<file path="src/rtl/bcp_pkg.sv">
// bcp_pkg: shared FSM type, default sizes and literal-mask helpers for the BCP path
package bcp_pkg;
  localparam int VAR_NUM_DEF = 8;
  localparam int CLAUSE_NUM_DEF = 8;
  localparam int MAX_VAR = 32;
  localparam int MASK_W = 2 * MAX_VAR;
  typedef enum logic [1:0] {IDLE, SCAN, DONE} state_t;
  function automatic logic [MAX_VAR-1:0] pos_half(input logic [MASK_W-1:0] mask, input int n);
    return MAX_VAR'(mask & ~({MASK_W{1'b1}} << n));
  endfunction
  function automatic logic [MAX_VAR-1:0] neg_half(input logic [MASK_W-1:0] mask, input int n);
    return MAX_VAR'(mask >> n);
  endfunction
endpackage

</file>
<file path="src/rtl/bcp_clause_eval.sv">
// bcp_clause_eval: combinational evaluation of one clause against a partial assignment
module bcp_clause_eval import bcp_pkg::*; #(
  parameter int VAR_NUM = VAR_NUM_DEF
) (
  input  logic [2*VAR_NUM-1:0]       clause,
  input  logic [VAR_NUM-1:0]         assignment,
  input  logic [VAR_NUM-1:0]         free,
  output logic                       satisfied,
  output logic                       unit,
  output logic                       conflict,
  output logic [$clog2(VAR_NUM)-1:0] unit_var,
  output logic                       unit_val
);
  localparam int CW = $clog2(2 * VAR_NUM + 1);
  localparam int IW = $clog2(VAR_NUM);
  logic [VAR_NUM-1:0] pos, neg, pos_free, neg_free;
  logic [CW-1:0] cnt;
  assign pos = VAR_NUM'(pos_half(MASK_W'(clause), VAR_NUM));
  assign neg = VAR_NUM'(neg_half(MASK_W'(clause), VAR_NUM));
  assign pos_free = pos & free;
  assign neg_free = neg & free;
  assign satisfied = |(pos & assignment & ~free) | |(neg & ~assignment & ~free);
  // a tautology on a free variable counts twice, so it never looks like a unit
  always_comb begin
    cnt = '0;
    unit_var = '0;
    unit_val = 1'b0;
    for (int i = 0; i < VAR_NUM; i++) begin
      if (pos_free[i]) begin
        cnt = cnt + CW'(1);
        unit_var = IW'(i);
        unit_val = 1'b1;
      end
      if (neg_free[i]) begin
        cnt = cnt + CW'(1);
        unit_var = IW'(i);
        unit_val = 1'b0;
      end
    end
  end
  assign unit = cnt == CW'(1);
  assign conflict = |clause && !satisfied && cnt == '0;
endmodule

</file>
<file path="src/rtl/bcp_controller.sv">
// bcp_controller: clause table plus pass-repeating BCP sequencer up to fixpoint or conflict
module bcp_controller import bcp_pkg::*; #(
  parameter int VAR_NUM    = VAR_NUM_DEF,
  parameter int CLAUSE_NUM = CLAUSE_NUM_DEF
) (
  input  logic                          clock,
  input  logic                          reset,
  input  logic                          clause_wr_en,
  input  logic [$clog2(CLAUSE_NUM)-1:0] clause_wr_addr,
  input  logic [2*VAR_NUM-1:0]          clause_wr_data,
  input  logic                          start,
  input  logic [VAR_NUM-1:0]            assignment_in,
  input  logic [VAR_NUM-1:0]            free_in,
  output logic                          busy,
  output logic                          done,
  output logic                          conflict,
  output logic [$clog2(CLAUSE_NUM)-1:0] conflict_clause,
  output logic [VAR_NUM-1:0]            assignment_out,
  output logic [VAR_NUM-1:0]            free_out,
  output logic [$clog2(VAR_NUM+1)-1:0]  implication_count
);
  localparam int AW = $clog2(CLAUSE_NUM);
  localparam int CW = $clog2(VAR_NUM + 1);
  state_t state, state_next;
  logic [2*VAR_NUM-1:0] clause_mem [CLAUSE_NUM];
  logic [AW-1:0] k;
  logic changed, last, implied;
  logic ev_sat, ev_unit, ev_conflict, ev_val;
  logic [$clog2(VAR_NUM)-1:0] ev_var;
  bcp_clause_eval #(.VAR_NUM(VAR_NUM)) u_eval (
    .clause(clause_mem[k]),
    .assignment(assignment_out),
    .free(free_out),
    .satisfied(ev_sat),
    .unit(ev_unit),
    .conflict(ev_conflict),
    .unit_var(ev_var),
    .unit_val(ev_val)
  );
  assign busy = state != IDLE;
  assign done = state == DONE;
  assign last = k == AW'(CLAUSE_NUM - 1);
  assign implied = ev_unit && !ev_sat;
  // an implication on the last clause still forces another pass
  always_comb begin
    state_next = state == IDLE ? (start ? SCAN : IDLE)
               : state == SCAN ? ((ev_conflict || (last && !changed && !implied)) ? DONE : SCAN)
               : IDLE;
  end
  always_ff @(posedge clock) begin
    if (reset) begin
      state <= IDLE;
      k <= '0;
      changed <= 1'b0;
      conflict <= 1'b0;
      conflict_clause <= '0;
      implication_count <= '0;
      assignment_out <= '0;
      free_out <= '1;
      for (int i = 0; i < CLAUSE_NUM; i++) clause_mem[i] <= '0;
    end else begin
      state <= state_next;
      if (clause_wr_en && state == IDLE) clause_mem[clause_wr_addr] <= clause_wr_data;
      if (state == IDLE && start) begin
        assignment_out <= assignment_in;
        free_out <= free_in;
        implication_count <= '0;
        k <= '0;
        changed <= 1'b0;
        conflict <= 1'b0;
        conflict_clause <= '0;
      end
      if (state == SCAN) begin
        if (ev_conflict) begin
          conflict <= 1'b1;
          conflict_clause <= k;
        end else begin
          if (implied) begin
            assignment_out[ev_var] <= ev_val;
            free_out[ev_var] <= 1'b0;
            implication_count <= implication_count + CW'(1);
          end
          k <= last ? '0 : k + AW'(1);
          changed <= !last && (changed || implied);
        end
      end
    end
  end
endmodule

</file>
<file path="config.mk">
export PLATFORM = sky130hd
export DESIGN_NAME = bcp_controller
export DESIGN_NICKNAME = d
export VERILOG_FILES = /design/src/rtl/bcp_pkg.sv /design/src/rtl/bcp_clause_eval.sv /design/src/rtl/bcp_controller.sv
export SDC_FILE = /design/constraint.sdc
export NUM_CORES = 1
export LEC_CHECK = 0
export CAP_MARGIN = 20
export CELL_PAD_IN_SITES_DETAIL_PLACEMENT = 0
export CELL_PAD_IN_SITES_GLOBAL_PLACEMENT = 1
export CORE_MARGIN = 3
export CORE_UTILIZATION = 45
export CTS_BUF_LIST = sky130_fd_sc_hd__clkbuf_4
export CTS_CLUSTER_SIZE = 40
export DETAILED_ROUTE_END_ITERATION = 6
export GPL_TIMING_DRIVEN = 1
export HOLD_SLACK_MARGIN = 0.06
export PLACE_DENSITY_LB_ADDON = 0.05
export SLEW_MARGIN = 20
export SYNTH_ARGS = -nofsm -noshare
export SYNTH_HDL_FRONTEND = slang
export SYNTH_SLANG_ARGS = --single-unit
</file>
<file path="constraint.sdc">
create_clock -name clock -period 20.7 [get_ports clock]
set_clock_uncertainty 0.15 [all_clocks]
set_input_delay 2.07 -clock clock [delete_from_list [all_inputs] [get_ports clock]]
set_output_delay 2.07 -clock clock [all_outputs]
set_load 0.01 [all_outputs]
</file>
---- Yosys cells after proc, flatten, opt, wreduce, memory -nomap -nowiden ----
Memories as Yosys holds them, arrays and structs flattened. A register that Yosys moved wholly into a read port is not among the register bits.
Cells that the tools add are included.
operators by class
  add/sub/neg operators ................... 17
  order comparisons ....................... 2
  equality and inequality tests ........... 4
  mux-type cells .......................... 89
  bitwise gates (word level) .............. 11
  reduce and logical (&&, ||, !) cells .... 22
operator list
  cell                                                  count
  two-way mux 8 bit                                     10
  adder 5 x 1 -> 5 bit (second input constant)          15
  two-way mux 5 bit                                     15
  AND 8 bit                                             7
  two-way mux 3 bit                                     17
  two-way mux 1 bit                                     33
  OR reduction 16 bit                                   2
  inverter 8 bit                                        3
  two-way mux 16 bit                                    1
  two-way mux 4 bit                                     4
  OR reduction 8 bit                                    2
  two-way mux 2 bit                                     7
  logical AND 1 bit                                     9
  bitwise mux 8 bit                                     1
  == test 5 x 1 -> 1 bit (second input constant)        1
  logical NOT 5 bit                                     1
  adder 4 x 1 -> 4 bit (second input constant)          1
  logical NOT 1 bit                                     4
  < comparator 3 x 4 -> 1 bit (second input constant)   1
  adder 3 x 1 -> 3 bit (second input constant)          1
  demux 1 bit (select 3 bit)                            1
  == test 3 bit (second input constant)                 1
  >= comparator 3 x 1 -> 1 bit (second input constant)  1
  == test 2 x 1 -> 1 bit (second input constant)        1
  other kinds (5)                                       6
word-level totals
  register bits ........................... 30
  bits in writable memories ............... 128
  output and inout port bits .............. 26
  logic and storage cells ................. 154
  memories kept ........................... 1
memories
  memory      words  width  rd ports  clocked after Yosys merged registers in  wr ports  line                  text
  clause_mem  8      16     1         1                                        8         bcp_controller.sv:25  logic [2*VAR_NUM-1:0] clause_mem [CLAUSE_NUM];

---- Depth between registers and ports, before layout ----
Gate-level depths: netlist of run 1.
  depth in word-level cells ............... 40
  depth in mapped cells ................... 61

---- Cells and area by module ----
From an unflattened synthesis of run 1, not the netlist that was laid out.
unflattened totals
  cell total of the unflattened synthesis .. 793
  area, all modules ....................... 9480.3 um^2
by module, submodules not included
  module           times used  cells an instance  area each (um^2)
  bcp_controller   1           494                7310.8
  bcp_clause_eval  1           299                2169.6

---- Worst setup path before layout of run 1 ----
Ideal clock, no wire load.
  path kind ............................... reg-to-reg
  start point ............................. register k[0] (netlist name)
  end point ............................... register assignment_out[1]
  data arrival time ....................... 11130 ps
  data required time ...................... 20427 ps
  slack ................................... 9297 ps
  stages on the path, launching flop included .. 60
  buffers on the path ..................... 5
  period minus slack after synthesis ...... 11403 ps
  cell sequence ........................... dfxtp_1 buf_6 buf_12 buf_6 buf_1 mux4_2 mux2i_1 nor2b_1 ha_1 xor2_2 ha_1 inv_1 nor2_1 or2_2 ha_1 inv_1 nand3_1 o21a_1 [24 not listed] ha_1 mux2_2 ha_1 mux2i_1 inv_1 ha_1 nor2_1 a21oi_1 ha_1 and2_0 o2111ai_1 o211ai_1 o211ai_1 nor2_1 nand4_4 buf_4 nor2_1 mux2_1
RTL lines
  item                           line                  text
  end signal, assigned           bcp_controller.sv:65  assignment_out <= assignment_in;
  end signal, assigned by index  bcp_controller.sv:79  assignment_out[ev_var] <= ev_val;
  end, declared                  bcp_controller.sv:18  output logic [VAR_NUM-1:0] assignment_out,

==> results by group, run 1 <==
Run status
  • Outcome: complete, no violations

Clock tree
  • Skew-Pair Late Insertion Delay: 0.57 ns
  • Cells resized by post-CTS repair: 0
  • TritonCTS clock tree: yes
  • Max Root-Sink Buffers: 2
  • Clk Tree Root Cell: sky130_fd_sc_hd__clkbuf_4
  • Number of sinks handled by clock tree synthesis: 158
  • H-tree level count: 4
  • Number of buffers created by CTS: 17
  • Clock Pin Slew Worst Setup and Hold Paths: 0.14 ns
  • Post-CTS Setup Repair Bufs: 0
  • Hold bufs inserted after CTS: 0

Routing
  • Antenna viol nets, final: 0
  • Routed wirelength normalized by instance count: 21.21 µm
  • Post-route DRC violation count: 0
  • Detailed-route wire length: 24,730 µm
  • DRC marker count from the first detailed-route iteration: 389
  • Drt via density: 5.657
  • DR pass1 iterations: 5
  • Total via count in the routed design: 6,596

Yosys
  • Fraction of the mapped netlist area in simple logic gates: 20.26%
  • Cell count after synthesis: 817
  • Complex-gate fraction of the synthesized area: 8.307%
  • Post-synth top area cell: sky130_fd_sc_hd__edfxtp_1
  • Flip-flop and latch count after synthesis: 158
  • Most used DFF post-synth: sky130_fd_sc_hd__edfxtp_1
  • Dominant combinational cell family by area after synthesis: simple AND/OR/NAND/NOR gates
  • Largest cells by area after synthesis: sky130_fd_sc_hd__edfxtp_1, sky130_fd_sc_hd__and2_1, sky130_fd_sc_hd__dfxtp_1, sky130_fd_sc_hd__mux4_2, sky130_fd_sc_hd__mux2i_1
  • Fraction of synthesized area in multiplexers: 12.17%
  • Portion of the post-synthesis area used by sequential elements: 47.44%
  • Area fraction of the dominant cell type after synthesis: 41.03%
  • Fraction of synthesized cell area in xor and xnor cells: 6.544%
  • Unique masters post-synth: 81
  • Synthesized area: 0.009369 mm²
  • Count of flip-flops with a built-in enable after synthesis: 128
  • Number of warnings printed during yosys synthesis: 0
  • Syn_area_per_cell: 11.47 µm²
  • Net count after synthesis: 875
  • Arithmetic-cell share of the synthesized area counting full adders, half adders and majority gates: 2.751%
  • Async S/R FF share, synth: 0%

Placed design
  • Final HPWL DP: 17,900 µm
  • Weighted congestion reported at the end of routability-driven placement: 0.8673
  • Port buffer count: 64

Critical path
  • Startpoint of the lowest-slack register-to-register path: k[0]
  • Kind of end point of the critical path: register
  • CP peak stage delay: 0.59 ns
  • Kind of start point of the critical path: register
  • Biggest fanout along the worst timing path: 33
  • CP Data Required Time: 21.02 ns
  • R2r setup slk: 8.11 ns
  • Reg2reg end: assignment_out[6]
  • Cell repeated most along the worst path: sky130_fd_sc_hd__ha_1
  • Worst path arrival time: 12.91 ns
  • Delay-heaviest family, CP: adder cells
  • Crit Path Category: reg2reg
  • Buffering stage count on the worst path with inverters included: 6
  • Slowest stage cell, crit path: sky130_fd_sc_hd__dfxtp_2
  • Cells on worst reg2reg path: 55
  • Critical path depth: 55

Global route
  • GR Layer Usage met2: 39.78%
  • Remaining global-route overflow: 0
  • GR Layer Usage met3: 4.004%
  • Vias in the first global route: 6,670
  • Overall Global Routing Usage: 22.71%
  • Met1 usage: 29.26%
  • First-pass GRT wire length: 38,520 µm
  • Pin count of the biggest net entering global routing: 34
  • Most congested layer reported by global routing: met2
  • Initial antenna violation count: 1

Floorplanning
  • Number of I/O pins: 65
  • Initial core utilization: 46.01%
  • Height of the chip: 150.3 µm
  • Placeable core region: 0.02036 mm²
  • Number of placement rows: 52
  • Floorplan die width: 150.3 µm
  • Die area: 0.02259 mm²

Min path
  • Hold Crit Depth: 2
  • Hold endpoint: conflict
  • Hold WC Path Type: reg2reg
  • Source of the worst hold timing path: conflict

Final layout
  • Most common cell after layout, fill and taps aside: sky130_fd_sc_hd__and2_1
  • Number of filler cells placed in the layout: 1,803
  • Synthesis-to-layout area growth: 13.15%
  • Fraction of final layout cells sized beyond drive strength 1: 13.85%
  • Net total in the final layout: 940
  • Commonest cells after routing, fill and taps aside: sky130_fd_sc_hd__and2_1, sky130_fd_sc_hd__edfxtp_1, sky130_fd_sc_hd__nand2_1
  • Sequential cell area: 0.004446 mm²
  • Area taken by multi-input logic gates: 0.004695 mm²

Timing
  • Hold Vio Cnt, Final: 0
  • Accumulated negative setup slack: 0 ns
  • Final worst-path cycle share: 60.81%
  • Min cycle time layout: 12.59 ns
  • Timing-limited maximum frequency: 0.07945 GHz
  • Worst-margin pin slew: 0.9207 ns
  • Max Slew Vio Count: 0
  • Unrepaired setup endpoints after global routing: false
  • # setup viols final: 0
  • Tightest slew margin relative to the limit: 38.25%

Job
  • Count of max-cap constraint violations: 0
==> through the flow <==
stage / cells / utilization (%) / cell area [µm²] / hold slack, ns / setup WS [ns]
floorplan: 817 / - / 9369 / 0.3288 / 9.297
global placement: 1132 / 50.50 / 10280 / 0.2978 / 8.658
detailed placement: 1133 / 50.57 / 10300 / 0.3082 / 8.179
CTS: 1165 / 52.05 / 10600 / 0.3268 / 8.127
global route: 1166 / 52.06 / 10600 / 0.3661 / 7.130
finish: 1166 / 52.06 / 10600 / 0.3201 / 8.113
==> cells by family after synthesis <==
logic type | count (synthesis)
AOI/OAI and AO/OA | 117
xor gates and xnor gates | 48
adders and majority gates | 21
buffers and inverters | 51
DFF | 158
muxes | 81
and+or+nand+nor | 341
==> Yosys cell counts, drive strengths merged, types with 14 or more instances <==
library cell and instances:
inv 17, clkbuf 20, nand3 14, mux4 23
mux2i 38, nor2 42, mux2 20, edfxtp 128
dfxtp 30, o21ai 31, a21oi 27, nand2 67
ha 19, and2 144, nor3 15, xnor2 33
==> sequential cells by signal (all words and copies together), names as in the netlist <==
name and flops:
state 2, implication_count 4, conflict_clause 3, clause_mem 128
assignment_out 8, changed 1, free_out 8, k 3
conflict 1
==> routing by layer <==
| metal | vias to the layer above | wire [µm] |
|---|---|---|
| met5 | - | 0 |
| met4 | 0 | 323 |
| met3 | 27 | 1090 |
| met2 | 166 | 12650 |
| met1 | 3275 | 10670 |
| li1 | 3128 | - |
==> worst max-delay path by stage <==
| stage | from | end | slack, ns |
|---|---|---|---|
| after detailed placement | k[0] | assignment_out[6] | 8.18 |
| after global placement | k[0] | assignment_out[6] | 8.66 |
| after global routing | k[0] | assignment_out[6] | 7.13 |
| after CTS | k[0] | assignment_out[6] | 8.13 |
| after floorplan | k[0] | assignment_out[1] | 9.30 |
| final | k[0] | assignment_out[6] | 8.11 |
==> worst register-to-register path, delay by kind of cell (launching register included) <==
family | cells | cell delay [ns]
compound gates | 13 | 2.06
xor+xnor | 1 | 0.33
fa+ha+maj | 14 | 4.08
buf+inv | 6 | 0.96
flops | 1 | 0.59
mux | 6 | 2.14
simple gates | 15 | 2.21
==> cell type report <==
cell class / count / area share (%)
diodes: 1 / 0.02360
clock inverters: 15 / 1.629
clock buffers: 17 / 1.204
flip-flops and latches: 158 / 41.93
multi-input cells: 608 / 44.28
inverters: 18 / 0.6373
well taps: 270 / 3.187
repair buffers: 79 / 7.105
Power of run 1 is left out: the tool's default activity adds up to more than one toggle a clock period on the data nets, which glitch-free logic cannot reach.
==> run 2, diff against run 1 <==
==> constraint.sdc (replaced) <==
create_clock -name clock -period 13 [get_ports clock]
set_clock_uncertainty 0.15 [all_clocks]
set_input_delay 1.3 -clock clock [delete_from_list [all_inputs] [get_ports clock]]
set_output_delay 1.3 -clock clock [all_outputs]
set_load 0.01 [all_outputs]
==> run 2 against run 1 <==
Effect of this change: cell count grew 0.43%; via count grew 0.36%; first-iteration DRC count rose by 16%; critical path depth is 1 lower; highest routed layer unchanged; die area did not move; maximum frequency up 4.9%; flip-flop and latch count is the same; non-clock buffer count increased by 5.
==> results by group, run 2 (synthesized netlist as in run 1, its figures left out) <==
Run status
  • Outcome: complete, no violations (unchanged)

Final layout
  • Most common cell after layout, fill and taps aside: sky130_fd_sc_hd__and2_1 (unchanged)
  • Flip-flop count of the largest register, all copies and words added: 128 (unchanged)
  • Synthesis-to-layout area growth: 12.87% (was 13.15%)
  • Fraction of final layout cells sized beyond drive strength 1: 14.22% (was 13.85%)
  • Largest reg by FF count: clause_mem (unchanged)
  • Net total in the final layout: 945 (was 940)
  • Top Registers: clause_mem: 128 flops, assignment_out: 8 flops, free_out: 8 flops (unchanged)
  • Commonest cells after routing, fill and taps aside: sky130_fd_sc_hd__and2_1, sky130_fd_sc_hd__edfxtp_1, sky130_fd_sc_hd__nand2_1 (unchanged)

Critical path
  • CP peak stage delay: 0.77 ns (was 0.59 ns)
  • Crit Path Category: reg2reg (unchanged)
  • CP Data Required Time: 13.28 ns (was 21.02 ns)
  • Biggest fanout along the worst timing path: 17 (was 33)
  • Slowest stage cell, crit path: sky130_fd_sc_hd__dfxtp_1 (was sky130_fd_sc_hd__dfxtp_2)
  • Cell repeated most along the worst path: sky130_fd_sc_hd__ha_1 (unchanged)
  • Kind of end point of the critical path: register (unchanged)
  • Kind of start point of the critical path: register (unchanged)
  • Worst path arrival time: 12.27 ns (was 12.91 ns)

Floorplanning
  • Die area: 0.02259 mm² (unchanged)
  • Number of I/O pins: 65 (unchanged)
  • Initial core utilization: 46.01% (unchanged)
  • Number of placement rows: 52 (unchanged)
  • Floorplan die width: 150.3 µm (unchanged)
  • Height of the chip: 150.3 µm (unchanged)
  • Placeable core region: 0.02036 mm² (unchanged)

Timing
  • Min cycle time layout: 11.99 ns (was 12.59 ns)
  • Max Slew Vio Count: 0 (unchanged)
  • Accumulated negative setup slack: 0 ns (unchanged)
  • Final worst-path cycle share: 92.27% (was 60.81%)
  • Timing-limited maximum frequency: 0.08337 GHz (was 0.07945 GHz)
  • Unrepaired setup endpoints after global routing: false (unchanged)
  • Hold Vio Cnt, Final: 0 (unchanged)
  • Tightest slew margin relative to the limit: 28.28% (was 38.25%)
  • # setup viols final: 0 (unchanged)
  • Worst-margin pin slew: 1.069 ns (was 0.9207 ns)

Clock tree
  • Cells resized by post-CTS repair: 0 (unchanged)
  • Hold bufs inserted after CTS: 0 (unchanged)
  • TritonCTS clock tree: yes (unchanged)
  • Clk Tree Root Cell: sky130_fd_sc_hd__clkbuf_4 (unchanged)
  • H-tree level count: 4 (unchanged)
  • Number of sinks handled by clock tree synthesis: 158 (unchanged)
  • Post-CTS Setup Repair Bufs: 0 (unchanged)
  • Clock Pin Slew Worst Setup and Hold Paths: 0.14 ns (about the same)
  • Skew-Pair Late Insertion Delay: 0.54 ns (was 0.57 ns)
  • Number of buffers created by CTS: 17 (unchanged)
  • Max Root-Sink Buffers: 2 (unchanged)

Global route
  • First-pass GRT wire length: 38,070 µm (was 38,520 µm)
  • Overall Global Routing Usage: 22.42% (was 22.71%)
  • Remaining global-route overflow: 0 (unchanged)
  • Pin count of the biggest net entering global routing: 30 (was 34)
  • Vias in the first global route: 6,668 (was 6,670)
  • Initial antenna violation count: 1 (unchanged)

Min path
  • Hold WC Path Type: reg2reg (unchanged)

Routing
  • Routed wirelength normalized by instance count: 21.39 µm (was 21.21 µm)
  • Antenna viol nets, final: 0 (unchanged)
  • Drt via density: 5.653 (was 5.657)
  • DRC marker count from the first detailed-route iteration: 453 (was 389)
  • Detailed-route wire length: 25,050 µm (was 24,730 µm)
  • DR pass1 iterations: 5 (unchanged)
  • Post-route DRC violation count: 0 (unchanged)
  • Total via count in the routed design: 6,620 (was 6,596)

Job
  • Count of max-cap constraint violations: 0 (unchanged)

Placed design
  • Final HPWL DP: 18,500 µm (was 17,900 µm)
  • Port buffer count: 64 (unchanged)
  • Weighted congestion reported at the end of routability-driven placement: 0.8886 (was 0.8673)
-- run 2: cell types whose count changed in the layout (fill, tap and decap cells not counted), sizes merged --
cell	delta
buf	+5
bufinv	-2
clkinv	+2
clkinvlp	+2
inv	-2
-- run 2: metrics by stage --
stage	cells	area [µm²]	hold slack (ns)	setup slack (ns)	utilization [%]
after detailed placement	1138	10330	0.3051	1.035	50.72
final	1171	10580	0.3208	1.005	51.93
after global routing	1171	10580	0.3541	0.1407	51.93
after CTS	1170	10560	0.3238	1.038	51.87
after floorplan	817	9369	0.3288	1.597	-
after global placement	1138	10330	0.3010	1.562	50.72
-- run 2: cell type report --
type,count,area [µm²]
Multi-Input combinational cell,608,4696
Clock inverter,15,107.6
Antenna cell,1,2.502
Sequential cell,158,4446
Tap cell,270,337.8
Timing Repair Buffer,84,790.8
Clock buffer,17,127.6
Inverter,18,67.56
Fill cell,1839,9789
-- run 2: path summary, 6_finish.rpt --
path	depth (start not counted)	end	from	slack, ns
worst max-delay path	54	assignment_out[4]	k[1]	1.01
worst min-delay path	2	conflict	conflict	0.32
worst max register to register	54	assignment_out[4]	k[1]	1.01
worst min register to register	2	conflict	conflict	0.32
-- run 2: critical path, delay by kind of cell (launching register included) --
kind	cells	cell delay [ns]
muxes	6	1.93
buffers and inverters	5	0.39
xor gates and xnor gates	1	0.32
AOI/OAI and AO/OA	12	1.91
and+or+nand+nor	16	2.34
adders and majority gates	14	4.11
DFF	1	0.77
-- run 2: layer usage --
metal / share of wire [%] / vias to the layer above / GRT usage, %
li1: - / 3132 / -
met1: 42 / 3286 / 28.50
met2: 52 / 171 / 39.90
met3: 3.7 / 31 / 3.281
met4: 1.9 / 0 / 6.221
met5: 0 / - / 0
Power of run 2 is left out for the same reason.
==> run 3, diff against run 2 <==
--- a/config.mk
+++ b/config.mk
@@ -10,10 +10,10 @@
 export CELL_PAD_IN_SITES_GLOBAL_PLACEMENT = 1
 export CORE_MARGIN = 3
 export CORE_UTILIZATION = 45
-export CTS_BUF_LIST = sky130_fd_sc_hd__clkbuf_4
+export CTS_BUF_LIST = sky130_fd_sc_hd__clkbuf_2
 export CTS_CLUSTER_SIZE = 40
 export DETAILED_ROUTE_END_ITERATION = 6
-export GPL_TIMING_DRIVEN = 1
+export GPL_TIMING_DRIVEN = 0
 export HOLD_SLACK_MARGIN = 0.06
 export PLACE_DENSITY_LB_ADDON = 0.05
 export SLEW_MARGIN = 20
==> run 3 against run 2 <==
Effect of this change: worst setup slack got worse by 0.17 ns; cell area grew 1.7%; sequential share of layout area down 0.73 points; hold slack improved by 0.014 ns; highest routed layer is now met5; cell count up 1.3%; die area unchanged; utilization up 0.90 points; critical path type unchanged; first-iteration DRC count decreased by 7.7%; global-route usage is 0.58 points higher.
==> results by group, run 3 (synthesized netlist as in run 1, its figures left out) <==
Run status
  • Outcome: complete, no violations (unchanged)

Clock tree
  • Clock Pin Slew Worst Setup and Hold Paths: 0.28 ns (was 0.14 ns)
  • Max Root-Sink Buffers: 2 (unchanged)
  • TritonCTS clock tree: yes (unchanged)
  • Clk Tree Root Cell: sky130_fd_sc_hd__clkbuf_2 (was sky130_fd_sc_hd__clkbuf_4)
  • Skew-Pair Late Insertion Delay: 0.74 ns (was 0.54 ns)
  • Hold bufs inserted after CTS: 0 (unchanged)
  • Post-CTS Setup Repair Bufs: 0 (unchanged)
  • Number of buffers created by CTS: 17 (unchanged)
  • Number of sinks handled by clock tree synthesis: 158 (unchanged)
  • H-tree level count: 4 (unchanged)

Global route
  • Remaining global-route overflow: 0 (unchanged)
  • Overall Global Routing Usage: 23.00% (was 22.42%)
  • Vias in the first global route: 6,637 (was 6,668)
  • Pin count of the biggest net entering global routing: 20 (was 30)
  • Initial antenna violation count: 2 (was 1)
  • First-pass GRT wire length: 38,690 µm (was 38,070 µm)

Critical path
  • CP Data Required Time: 13.51 ns (was 13.28 ns)
  • Startpoint of the lowest-slack register-to-register path: k[0] (was k[1])
  • Biggest fanout along the worst timing path: 28 (was 17)
  • CP peak stage delay: 0.56 ns (was 0.77 ns)
  • Cells on worst reg2reg path: 57 (was 54)
  • Slowest stage cell, crit path: sky130_fd_sc_hd__mux4_2 (was sky130_fd_sc_hd__dfxtp_1)
  • Kind of start point of the critical path: register (unchanged)
  • Reg2reg end: assignment_out[1] (was assignment_out[4])
  • Crit Path Category: reg2reg (unchanged)
  • Kind of end point of the critical path: register (unchanged)
  • R2r setup slk: 0.84 ns (was 1.01 ns)
  • Worst path arrival time: 12.67 ns (was 12.27 ns)
  • Cell repeated most along the worst path: sky130_fd_sc_hd__ha_1 (unchanged)

Final layout
  • Largest reg by FF count: clause_mem (unchanged)
  • Number of filler cells placed in the layout: 1,833 (was 1,839)
  • Top Registers: clause_mem: 128 flops, assignment_out: 8 flops, free_out: 8 flops (unchanged)
  • Fraction of final layout cells sized beyond drive strength 1: 14.43% (was 14.22%)
  • Flip-flop count of the largest register, all copies and words added: 128 (unchanged)
  • Commonest cells after routing, fill and taps aside: sky130_fd_sc_hd__and2_1, sky130_fd_sc_hd__edfxtp_1, sky130_fd_sc_hd__nand2_1 (unchanged)
  • Non-filler instance count after layout: 1,186 (was 1,171)
  • Net total in the final layout: 960 (was 945)
  • Synthesis-to-layout area growth: 14.82% (was 12.87%)
  • Most common cell after layout, fill and taps aside: sky130_fd_sc_hd__and2_1 (unchanged)

Min path
  • Hold Crit Depth: 2 (unchanged)
  • Hold endpoint: conflict (unchanged)
  • Source of the worst hold timing path: conflict (unchanged)
  • Hold WC Path Type: reg2reg (unchanged)

Floorplanning
  • Die area: 0.02259 mm² (unchanged)
  • Placeable core region: 0.02036 mm² (unchanged)
  • Initial core utilization: 46.01% (unchanged)
  • Height of the chip: 150.3 µm (unchanged)
  • Number of I/O pins: 65 (unchanged)
  • Number of placement rows: 52 (unchanged)
  • Floorplan die width: 150.3 µm (unchanged)

Timing
  • Hold Vio Cnt, Final: 0 (unchanged)
  • # setup viols final: 0 (unchanged)
  • Min cycle time layout: 12.16 ns (was 11.99 ns)
  • Worst-margin pin slew: 1.151 ns (was 1.069 ns)
  • Timing-limited maximum frequency: 0.08223 GHz (was 0.08337 GHz)
  • Unrepaired setup endpoints after global routing: false (unchanged)
  • Worst path setup slack after routing: 0.8395 ns (was 1.005 ns)
  • Max Slew Vio Count: 0 (unchanged)
  • Tightest slew margin relative to the limit: 22.70% (was 28.28%)
  • Final worst-path cycle share: 93.54% (was 92.27%)

Routing
  • Antenna viol nets, final: 0 (unchanged)
  • Routed wirelength normalized by instance count: 21.34 µm (was 21.39 µm)
  • Drt via density: 5.664 (was 5.653)
  • Post-route DRC violation count: 0 (unchanged)
  • DRC marker count from the first detailed-route iteration: 418 (was 453)
  • Detailed-route wire length: 25,310 µm (was 25,050 µm)
  • Total via count in the routed design: 6,718 (was 6,620)
  • DR pass1 iterations: 5 (unchanged)

Placed design
  • Final HPWL DP: 19,260 µm (was 18,500 µm)
  • Cell count after placement: 1,158 (was 1,138)
  • Pre-CTS WS: -0.6553 ns (was 1.035 ns)
  • Weighted congestion reported at the end of routability-driven placement: 0.8617 (was 0.8886)
  • Port buffer count: 64 (unchanged)

Job
  • Count of max-cap constraint violations: 0 (unchanged)
-- run 3: cell types whose count changed in the layout (fill, tap and decap cells not counted), moves of 16 or more --
| cell | previous run | this run |
|---|---|---|
| sky130_fd_sc_hd__clkbuf_4 | 17 | 1 |
| sky130_fd_sc_hd__clkbuf_1 | 0 | 20 |
| sky130_fd_sc_hd__clkbuf_2 | 0 | 17 |
| sky130_fd_sc_hd__buf_4 | 20 | 2 |
-- run 3: how the worst max path moves through the flow --
| stage | start | to | slack [ns] | depth (start not counted) |
|---|---|---|---|---|
| 2_1_floorplan | k[0] | assignment_out[1] | 1.60 | 59 |
| 3_3_place_gp | k[1] | assignment_out[1] | -0.43 | 58 |
| 3_5_place_dp | k[1] | assignment_out[1] | -0.66 | 56 |
| 4_1_cts | k[1] | assignment_out[1] | 0.06 | 57 |
| 5_1_grt | k[0] | assignment_out[1] | 0.01 | 59 |
| 6_report | k[0] | assignment_out[1] | 0.84 | 57 |
-- run 3: cell type report --
type / instances / area (µm²) / area share (%)
Inverter: 18 / 67.56 / 0.6281
Buffer: 28 / 146.4 / 1.361
Sequential cell: 158 / 4444 / 41.31
Antenna cell: 1 / 2.502 / 0.02326
Timing Repair Buffer: 71 / 726.9 / 6.757
Multi-Input combinational cell: 608 / 4753 / 44.18
Tap cell: 270 / 337.8 / 3.140
Clock buffer: 17 / 85.08 / 0.7909
Clock inverter: 15 / 193.9 / 1.803
-- run 3: critical path: cells and delay by family (launching register included) --
family | cells | cell delay, ns
fa+ha+maj | 14 | 4.08
simple gates | 16 | 2.27
mux | 6 | 1.98
compound gates | 12 | 1.93
buf+inv | 8 | 1.03
flops | 1 | 0.43
xor+xnor | 1 | 0.21
-- run 3: repair_timing --
action	in CTS	in global routing
pin swaps	0	2
resized for setup	1	9
setup endpoints to repair	30	30
-- run 3: per-stage QoR --
stage	util (%)	hold WS, ns	cell area, µm²	TNS [ns]
6_report	52.83	0.3352	10760	0
5_1_grt	52.83	0.3575	10760	0
4_1_cts	52.68	0.3344	10730	0
3_5_place_dp	51.35	0.3065	10460	-11.49
3_3_place_gp	50.81	0.3005	10350	-4.698
2_1_floorplan	-	0.3288	9369	0
-- run 3: layer usage --
metal / track usage [%] / vias to the layer above / routed length (µm)
li1: - / 3168 / -
met1: 30.30 / 3351 / 11030
met2: 39.20 / 165 / 12820
met3: 4.184 / 32 / 1056
met4: 6.130 / 2 / 399
met5: 0 / - / 13
Power of run 3 is left out for the same reason.
